### src/rtl/par8_pkg.sv
// Opcodes, sequencer state encoding and shared constants for the 8-bit
// parallel host bus command path.
package par8_pkg;

  localparam logic [7:0] CMD_LOAD   = 8'h01;
  localparam logic [7:0] CMD_START  = 8'h02;
  localparam logic [7:0] CMD_STATUS = 8'h03;
  localparam logic [7:0] CMD_RESULT = 8'h04;
  localparam logic [7:0] CMD_DESYNC = 8'hFF;

  localparam logic [7:0] SYNC_BYTE_HI = 8'hB8;
  localparam logic [7:0] SYNC_BYTE_LO = 8'h8B;

  typedef enum logic [2:0] {
    ST_IDLE      = 3'd0,
    ST_LOAD      = 3'd1,
    ST_TX_STATUS = 3'd2,
    ST_RD_ADDR   = 3'd3,
    ST_RD_WAIT   = 3'd4,
    ST_TX_RESULT = 3'd5
  } state_e;

  // Index width that stays legal for single-entry ranges.
  function automatic int idx_width(input int n);
    return (n > 1) ? $clog2(n) : 1;
  endfunction

endpackage

### src/rtl/par8_cmd_ctrl_if.sv
// Bundle of receiver, transmitter and hash-core signals seen by the
// command sequencer; master is the sequencer side.
interface par8_cmd_ctrl_if
  import par8_pkg::*;
#(
  parameter int RESULT_BYTES = 16
);
  localparam int AW = idx_width(RESULT_BYTES);

  logic [7:0]    rxd_data;
  logic          rxd_data_ready;
  logic          desync;
  logic [7:0]    txd_data;
  logic          txd_valid;
  logic          txd_ready_next;
  logic [7:0]    load_data;
  logic          load_valid;
  logic          load_last;
  logic          start;
  logic [7:0]    status_in;
  logic [AW-1:0] rd_addr;
  logic [7:0]    rd_data;
  logic          proto_err;

  modport master (
    input  rxd_data, rxd_data_ready, txd_ready_next, status_in, rd_data,
    output desync, txd_data, txd_valid, load_data, load_valid, load_last,
           start, rd_addr, proto_err
  );

  modport slave (
    output rxd_data, rxd_data_ready, txd_ready_next, status_in, rd_data,
    input  desync, txd_data, txd_valid, load_data, load_valid, load_last,
           start, rd_addr, proto_err
  );

endinterface

### src/rtl/par8_tx_pacer.sv
// Paces one response byte into the transmitter: strobes only when the
// transmitter is ready and keeps two quiet cycles after every strobe.
module par8_tx_pacer (
  input  logic       clk,
  input  logic       reset,
  input  logic       req_i,
  input  logic [7:0] byte_i,
  input  logic       txd_ready_next_i,
  output logic [7:0] txd_data_o,
  output logic       txd_valid_o,
  output logic       done_o
);
  logic       armed_q, armed_d;
  logic [1:0] hold_q, hold_d;
  logic [7:0] data_q, data_d;
  logic       fire;

  // Arming one cycle after the request keeps the first strobe off the entry cycle.
  always_comb begin
    fire    = armed_q && txd_ready_next_i && (hold_q == 2'b00);
    armed_d = req_i && !fire;
    hold_d  = {hold_q[0], fire};
    data_d  = req_i ? byte_i : data_q;
  end

  always_ff @(posedge clk) begin
    if (reset) begin
      armed_q <= 1'b0;
      hold_q  <= 2'b00;
      data_q  <= 8'h00;
    end else begin
      armed_q <= armed_d;
      hold_q  <= hold_d;
      data_q  <= data_d;
    end
  end

  assign txd_data_o  = data_q;
  assign txd_valid_o = fire;
  assign done_o      = fire;

endmodule

### src/rtl/par8_cmd_ctrl.sv
// Command sequencer: decodes host bytes, streams LOAD payloads to the hash
// core, pulses START/DESYNC and returns STATUS/RESULT bytes through the pacer.
module par8_cmd_ctrl
  import par8_pkg::*;
#(
  parameter int PAYLOAD_BYTES = 64,
  parameter int RESULT_BYTES  = 16
) (
  input logic             clk,
  input logic             reset,
  par8_cmd_ctrl_if.master bus
);
  localparam int CW = idx_width(PAYLOAD_BYTES);
  localparam int AW = idx_width(RESULT_BYTES);
  localparam logic [CW-1:0] CNT_LAST  = CW'(PAYLOAD_BYTES - 1);
  localparam logic [AW-1:0] ADDR_LAST = AW'(RESULT_BYTES - 1);

  state_e        state_q, state_d;
  logic [CW-1:0] cnt_q, cnt_d;
  logic [AW-1:0] rd_addr_q, rd_addr_d;
  logic [7:0]    tx_byte_q, tx_byte_d;
  logic [7:0]    load_data_q, load_data_d;
  logic          load_valid_q, load_valid_d;
  logic          load_last_q, load_last_d;
  logic          start_q, start_d;
  logic          desync_q, desync_d;
  logic          proto_err_q, proto_err_d;
  logic          tx_req, tx_done;

  always_comb begin
    state_d      = state_q;
    cnt_d        = cnt_q;
    rd_addr_d    = rd_addr_q;
    tx_byte_d    = tx_byte_q;
    load_data_d  = load_data_q;
    load_valid_d = 1'b0;
    load_last_d  = 1'b0;
    start_d      = 1'b0;
    desync_d     = 1'b0;
    proto_err_d  = proto_err_q;
    tx_req       = (state_q == ST_TX_STATUS) || (state_q == ST_TX_RESULT);

    case (state_q)
      ST_IDLE: begin
        if (bus.rxd_data_ready) begin
          case (bus.rxd_data)
            CMD_LOAD: begin
              state_d = ST_LOAD;
              cnt_d   = '0;
            end
            CMD_START:  start_d = 1'b1;
            CMD_STATUS: begin
              tx_byte_d = bus.status_in;
              state_d   = ST_TX_STATUS;
            end
            CMD_RESULT: begin
              rd_addr_d = '0;
              state_d   = ST_RD_ADDR;
            end
            CMD_DESYNC: desync_d = 1'b1;
            default:    proto_err_d = 1'b1;
          endcase
        end
      end
      // Payload bytes are never decoded, so 0xFF here is plain data.
      ST_LOAD: begin
        if (bus.rxd_data_ready) begin
          load_data_d  = bus.rxd_data;
          load_valid_d = 1'b1;
          if (cnt_q == CNT_LAST) begin
            load_last_d = 1'b1;
            state_d     = ST_IDLE;
          end else begin
            cnt_d = cnt_q + CW'(1);
          end
        end
      end
      ST_TX_STATUS: if (tx_done) state_d = ST_IDLE;
      ST_RD_ADDR:   state_d = ST_RD_WAIT;
      ST_RD_WAIT: begin
        tx_byte_d = bus.rd_data;
        state_d   = ST_TX_RESULT;
      end
      ST_TX_RESULT: begin
        if (tx_done) begin
          if (rd_addr_q == ADDR_LAST) begin
            state_d = ST_IDLE;
          end else begin
            rd_addr_d = rd_addr_q + AW'(1);
            state_d   = ST_RD_ADDR;
          end
        end
      end
      default: state_d = ST_IDLE;
    endcase

    if (bus.rxd_data_ready && (state_q != ST_IDLE) && (state_q != ST_LOAD))
      proto_err_d = 1'b1;
  end

  always_ff @(posedge clk) begin
    if (reset) begin
      state_q      <= ST_IDLE;
      cnt_q        <= '0;
      rd_addr_q    <= '0;
      tx_byte_q    <= 8'h00;
      load_data_q  <= 8'h00;
      load_valid_q <= 1'b0;
      load_last_q  <= 1'b0;
      start_q      <= 1'b0;
      desync_q     <= 1'b0;
      proto_err_q  <= 1'b0;
    end else begin
      state_q      <= state_d;
      cnt_q        <= cnt_d;
      rd_addr_q    <= rd_addr_d;
      tx_byte_q    <= tx_byte_d;
      load_data_q  <= load_data_d;
      load_valid_q <= load_valid_d;
      load_last_q  <= load_last_d;
      start_q      <= start_d;
      desync_q     <= desync_d;
      proto_err_q  <= proto_err_d;
    end
  end

  par8_tx_pacer u_pacer (
    .clk              (clk),
    .reset            (reset),
    .req_i            (tx_req),
    .byte_i           (tx_byte_q),
    .txd_ready_next_i (bus.txd_ready_next),
    .txd_data_o       (bus.txd_data),
    .txd_valid_o      (bus.txd_valid),
    .done_o           (tx_done)
  );

  assign bus.load_data  = load_data_q;
  assign bus.load_valid = load_valid_q;
  assign bus.load_last  = load_last_q;
  assign bus.start      = start_q;
  assign bus.desync     = desync_q;
  assign bus.rd_addr    = rd_addr_q;
  assign bus.proto_err  = proto_err_q;

endmodule

### src/flat_wrapper.sv
// flat-port wrapper written by rule: the top's interface ports become plain ports
module par8_cmd_ctrl_flat import par8_pkg::*;
#(
  parameter int PAYLOAD_BYTES = 64,
  parameter int RESULT_BYTES  = 16
)
  (clk, reset, bus_rxd_data, bus_rxd_data_ready, bus_txd_ready_next, bus_status_in, bus_rd_data, bus_desync, bus_txd_data, bus_txd_valid, bus_load_data, bus_load_valid, bus_load_last, bus_start, bus_rd_addr, bus_proto_err);
  par8_cmd_ctrl_if #(.RESULT_BYTES(RESULT_BYTES)) bus_i ();
  input logic clk;
  input logic reset;
  input wire logic [$bits(bus_i.rxd_data)-1:0] bus_rxd_data;
  input wire logic [$bits(bus_i.rxd_data_ready)-1:0] bus_rxd_data_ready;
  input wire logic [$bits(bus_i.txd_ready_next)-1:0] bus_txd_ready_next;
  input wire logic [$bits(bus_i.status_in)-1:0] bus_status_in;
  input wire logic [$bits(bus_i.rd_data)-1:0] bus_rd_data;
  output wire logic [$bits(bus_i.desync)-1:0] bus_desync;
  output wire logic [$bits(bus_i.txd_data)-1:0] bus_txd_data;
  output wire logic [$bits(bus_i.txd_valid)-1:0] bus_txd_valid;
  output wire logic [$bits(bus_i.load_data)-1:0] bus_load_data;
  output wire logic [$bits(bus_i.load_valid)-1:0] bus_load_valid;
  output wire logic [$bits(bus_i.load_last)-1:0] bus_load_last;
  output wire logic [$bits(bus_i.start)-1:0] bus_start;
  output wire logic [$bits(bus_i.rd_addr)-1:0] bus_rd_addr;
  output wire logic [$bits(bus_i.proto_err)-1:0] bus_proto_err;
  assign bus_i.rxd_data = bus_rxd_data;
  assign bus_i.rxd_data_ready = bus_rxd_data_ready;
  assign bus_i.txd_ready_next = bus_txd_ready_next;
  assign bus_i.status_in = bus_status_in;
  assign bus_i.rd_data = bus_rd_data;
  assign bus_desync = bus_i.desync;
  assign bus_txd_data = bus_i.txd_data;
  assign bus_txd_valid = bus_i.txd_valid;
  assign bus_load_data = bus_i.load_data;
  assign bus_load_valid = bus_i.load_valid;
  assign bus_load_last = bus_i.load_last;
  assign bus_start = bus_i.start;
  assign bus_rd_addr = bus_i.rd_addr;
  assign bus_proto_err = bus_i.proto_err;
  par8_cmd_ctrl #(.PAYLOAD_BYTES(PAYLOAD_BYTES), .RESULT_BYTES(RESULT_BYTES)) u_core (.clk(clk), .reset(reset), .bus(bus_i));
endmodule
### config.mk
export PLATFORM = sky130hd
export DESIGN_NAME = par8_cmd_ctrl_flat
export DESIGN_NICKNAME = d
export VERILOG_FILES = /design/src/rtl/par8_pkg.sv /design/src/rtl/par8_cmd_ctrl_if.sv /design/src/rtl/par8_tx_pacer.sv /design/src/rtl/par8_cmd_ctrl.sv /design/src/flat_wrapper.sv
export SDC_FILE = /design/constraint.sdc
export NUM_CORES = 1
export LEC_CHECK = 0
export BUFFER_PORTS_ARGS = -buffer_cell sky130_fd_sc_hd__buf_2
export CORE_MARGIN = 2
export CORE_UTILIZATION = 57
export DETAILED_ROUTE_END_ITERATION = 10
export PLACE_DENSITY_LB_ADDON = 0.12
export SLEW_MARGIN = 15
export SYNTH_ARGS = -nofsm -noshare
export SYNTH_HDL_FRONTEND = slang
export SYNTH_SLANG_ARGS = --single-unit
### constraint.sdc
create_clock -name clk -period 5.2 [get_ports clk]
set_clock_uncertainty 0.2 [all_clocks]
set_input_delay 0.26 -clock clk [delete_from_list [all_inputs] [get_ports clk]]
set_output_delay 0.26 -clock clk [all_outputs]
set_load 0.02 [all_outputs]
After elaboration in Yosys (flattened, before gate mapping)
Index checks and enable logic that the tools add are counted.
W data, S select, Z words.
{"block": "word_totals", "in_bits": 28, "elab_cells": 97, "ff_bits": 45, "output_inout_bits": 26}
{"block": "op_classes", "add_sub_neg": 2, "reduce_logical": 25, "n_bitwise": 3, "eq_ne": 25, "muxes": 29}
{"operator": "$mux W6", "count": 4}
{"operator": "$ne A2 B2 Y1 const B", "count": 9}
{"operator": "$pmux W3 S6", "count": 1}
{"operator": "$eq A8 B2 Y1 const B", "count": 2}
{"operator": "$mux W4", "count": 4}
{"operator": "$mux W8", "count": 2}
{"operator": "$pmux W8 S2", "count": 1}
{"operator": "$mux W3", "count": 5}
{"operator": "$pmux W6 S2", "count": 1}
{"operator": "$reduce_and A5 Y1", "count": 2}
{"operator": "$reduce_bool A2 Y1", "count": 5}
{"operator": "$pmux W3 S3", "count": 1}
{"operator": "$eq A8 B1 Y1 const B", "count": 1}
{"operator": "$eq A8 B3 Y1 const B", "count": 1}
{"operator": "$eq A8 B8 Y1 const B", "count": 1}
{"operator": "$mux W1", "count": 8}
{"operator": "$pmux W4 S2", "count": 1}
{"operator": "$add A6 B1 Y6 const B", "count": 1}
{"operator": "$eq A3 B2 Y1 const B", "count": 2}
{"operator": "$eq A3 B3 Y1 const B", "count": 2}
{"operator": "$eq A6 B6 Y1 const B", "count": 1}
{"operator": "$reduce_and A3 Y1", "count": 2}
{"operator": "$reduce_and A6 Y1", "count": 1}
{"operator": "$reduce_or A3 Y1", "count": 2}
{"operator": "17 further kinds", "count": 24}

Longest topological paths before layout
{"block": "depth", "word_depth": 6, "ltp_mapped": 7, "mapped_depth_nobuf": 5}

Modules after synthesis
A second synthesis with hierarchy kept.
{"block": "hier_totals", "hier_cells": 238, "area_unflattened_um2": 2174.6}
{"module": "par8_cmd_ctrl", "area_per_inst_um2": 1785.5, "instances": 1, "seq_area_each_um2": 680.7, "cells_per_inst": 204}
{"module": "par8_tx_pacer", "area_per_inst_um2": 389.1, "instances": 1, "seq_area_each_um2": 220.2, "cells_per_inst": 34}

Least setup slack after synthesis
OpenSTA, ideal clock, no wires.
{"block": "synth_path", "path_kind": "reg-to-reg", "startpoint": "register u_core.cnt_q[0]", "endpoint": "register u_core.state_q[0]", "n_path_buf": 0, "arrival_ns": 1.348, "setup_ns": 0.092, "required_time_ns": 4.908, "stages_incl_launch_ff": 6, "synth_period_minus_slack_ns": 1.640, "setup_slack_ns": 3.560, "cell_sequence": "dfxtp_1 ha_1 and3_1 nand3_1 a211o_1 o32ai_1"}
{"block": "synth_via", "elab_chain_len": 3}
{"element": "from (decl)", "line": "par8_cmd_ctrl.sv:19", "text": "logic [CW-1:0] cnt_q, cnt_d;"}
{"element": "from (signal assigned)", "line": "par8_cmd_ctrl.sv:115", "text": "cnt_q <= cnt_d;"}
{"element": "$eq A6 B6 Y1", "line": "par8_cmd_ctrl.sv:70", "text": "if (cnt_q == CNT_LAST) begin"}
{"element": "$ne A2 B1 Y1 (no line)"}
{"element": "$reduce_and A6 Y1 (no line)"}
{"element": "to (signal assigned)", "line": "par8_cmd_ctrl.sv:114", "text": "state_q <= state_d;"}
{"element": "to (decl)", "line": "par8_cmd_ctrl.sv:18", "text": "state_e state_q, state_d;"}
Every way passes these cells.
A chain may end at the register's enable or synchronous reset.

Worst setup path after layout
{"block": "layout_path", "startpoint": "register u_core.state_q[2]", "endpoint": "register u_core.tx_byte_q[5]"}
{"block": "layout_via", "elab_chain_len": 3, "word_cells_on_any_way": 7, "classes_between": "eq/ne: 3; mux: 1; reduce/logical: 3"}
{"element": "$eq A3 B3 Y1 or $logic_not A3 Y1 (tied branches)", "line": "par8_cmd_ctrl.sv:43", "text": "case (state_q)"}
{"element": "$reduce_bool A2 Y1 (no line) or $ne A2 B2 Y1 (tied branches)"}
{"element": "$reduce_and A3 Y1 (no line)"}
{"element": "to (signal assigned)", "line": "par8_cmd_ctrl.sv:117", "text": "tx_byte_q <= tx_byte_d;"}
{"element": "to (decl)", "line": "par8_cmd_ctrl.sv:21", "text": "logic [7:0] tx_byte_q, tx_byte_d;"}
Parallel ways exist; a longest one is shown, timed or not.

==> run metrics <==
GRT Total Usage=0.225; Post-Syn Area=2230 um^2; worst path cell trace=nor3b_4, mux2i_1, o21ai_1, o311a_1; layout cell share with drive strength beyond 1=0.236; synthesis-stage register bit count=45; # DRC=0; Final WS setup=2.86 ns; FF/Latch Area=around 900 um^2; crit share post-route=0.450; slowest CP cell=nor3b_4; Post-synth EDFFs=0; post-synthesis net count=274; synth warn=0; Clock Pin Slew Worst Setup and Hold Paths=0.08 ns; Core Box Area=3720 um^2; I/O Pins=54; Initial Util=0.601; final core utilization=0.680; post-CTS sizing=0; first-pass GRT wire length=approximately 7600 um; total CTS buffers=5; routed wire length per instance=14.0 um; die area=between 4000 and 5000 um^2; power share of the sequential group=0.577; Chip Width=66.6 um; number of fill cells=about 330; post-DP HPWL=~3300 um; initial antenna violation count=0; area delta synth->final=13.2%; Post-CTS Setup Inserts=0; multi-input logic area=1200 um^2; Post-synth ARST share=0; leakage=1.08 nW; Mapped Cells=244; Clock Path Buffers=2; Largest delay share family, worst path=simple AND/OR/NAND/NOR gates; WP buf/inv=0; drt first-iter violations=92; max cap viols=0; IR drop worst, VDD=0.171 mV; PwrDens=237 nW/um^2; n_diodes=0; H-tree depth=2; RSZ-0062 raised after global routing=false; Mapped Avg Cell Area=between 9 and 10 um^2; row cnt=22; fin nets=approximately 320; Via Count=around 1900; pre-CTS setup slack=2.87 ns; cts hold-fix bufs=0; NetSw=0.133 mW; Setup violations, final=0; Final ANT Viol Nets=0; nature of the critical path startpoint=flop; most frequent cells in the layout=buf_2 (53), dfxtp_1 (45), nand2_1 (30); relative slew slack=0.356; crit end category=flop; commonest non-fill, non-tap cell in the layout=buf_2; CTS root buffer=clkbuf_8; hold crit path type=in2reg; status=finished, final reports clean; Int Pwr=0.466 mW; Clock Power Share=0.358; worst path required time=5.19 ns; max-slew violation count=0; worst-margin pin slew=0.965 ns; port bufs=53; CTS tree=done; setup TNS=0 ns; largest net degree at the start of global routing=28; switching share of power=0.222; fmax=427 MHz; vias in the first global route=1731; post-DR vias/cell=5.79; clock sinks=45; final hold vios=0; Main synth FF type=dfxtp_1; grt total ovfl=0; global placer's final weighted congestion=0.834; Largest stage delay, worst path=0.88 ns; Logic pwr share=0.065; post-synthesis cell type count=50; crit-path max FO=24; clk_lat worst skew=0.29 ns; sequential-to-total area share from yosys stat=0.403; critical path data arrival time=2.33 ns; TritonRoute pass-1 iters=4; DRT Wirelength=4690 um; Period minus WS final=2.34 ns; die height=66.6 um; WS Path Type=reg2reg
-- sequential cells by signal, summed over array words and instances, names as in the netlist --
| register | flops |
|---|---|
| u_core.u_pacer.armed_q | 1 |
| u_core.state_q | 3 |
| u_core.bus.load_last | 1 |
| u_core.cnt_q | 6 |
| u_core.bus.proto_err | 1 |
| u_core.u_pacer.txd_data_o | 8 |
| u_core.bus.load_valid | 1 |
| u_core.bus.rd_addr | 4 |
| u_core.bus.load_data | 8 |
| u_core.bus.desync | 1 |
| u_core.bus.start | 1 |
| u_core.u_pacer.hold_q | 2 |
| u_core.tx_byte_q | 8 |
-- synth_stat cells, types with 3 or more instances --
cell type  number  area share
nand4_1         7       0.020
o21ai_0         5       0.011
a31oi_1         5       0.014
nand2_1        30       0.050
buf_2           4      0.0090
o21ai_1         8       0.018
a21oi_1        17       0.038
dfxtp_1        45        0.40
o311a_1         9       0.040
and3_1          4       0.011
nor2b_1         5       0.014
mux2i_1        18       0.081
nor2_1         13       0.022
inv_1           4      0.0067
buf_6           6       0.030
nand3_1        13       0.029
and2_1          3      0.0084
clkbuf_1        4      0.0067
-- routing by layer --
metal / global-route usage / up-vias / routed length, um
li1: - / 988 / -
met4: 0.0842 / 0 / 51
met5: 0 / - / 0
met1: 0.286 / 899 / 2180
met3: 0.0574 / 5 / 302
met2: 0.366 / 54 / 2170
-- final cells by class --
cell class | count | area share
tap | 48 | 0.0238
sequential | 45 | 0.356
multi-input combinational | 178 | 0.473
timing repair buffer | 53 | 0.105
clock buffer | 7 | 0.0342
inverter | 5 | 0.00743
-- final timing paths --
path | cells after the start | slack, ns | endpoint | from
worst min register to register | 2 | 0.26 | u_core.bus.load_data[3] | u_core.bus.load_data[3]
worst max-delay path | 4 | 2.86 | u_core.tx_byte_q[5] | u_core.state_q[2]
worst max register to register | 4 | 2.86 | u_core.tx_byte_q[5] | u_core.state_q[2]
worst min-delay path | 2 | 0.04 | u_core.bus.start | bus_rxd_data[2]
-- metrics by stage --
step                area (um^2)  total power [mW]  std cells  hold WS, ns
floorplan                  2230             0.374        244        0.138
global placement           2440             0.393        329        0.239
detailed placement         2440             0.393        329        0.247
CTS                        2530             0.604        336       0.0251
global route               2530             0.622        336       0.0455
finish                     2530             0.600        336       0.0395
-- kinds of logic (layout without fill, tap and decap cells) --
kind of cell	after synthesis	after routing	synth area share
AND/OR/NAND/NOR	97	97	0.254
adder cells (fa/ha/maj)	2	2	0.0112
AO/OA/AOI/OAI	61	61	0.189
flip-flops	45	45	0.403
multiplexers	18	18	0.0807
buffers and inverters	21	65	0.0611
-- worst reg2reg max path: cells and delay by family, from the launching register on --
family	cells	cell delay, ns
AND/OR/NAND/NOR	1	0.89
flip-flops	1	0.61
multiplexers	1	0.29
AO/OA/AOI/OAI	2	0.25
-- power by group through the flow --
stage	logic (mW)	registers, mW	clock network (mW)
after floorplan	0.0187	0.355	0
after global placement	0.0388	0.354	0
after detailed placement	0.0391	0.354	0
after CTS	0.0392	0.346	0.219
after global routing	0.0433	0.346	0.232
final	0.0391	0.346	0.215
No activity file was read; power rests on OpenSTA's default activity.
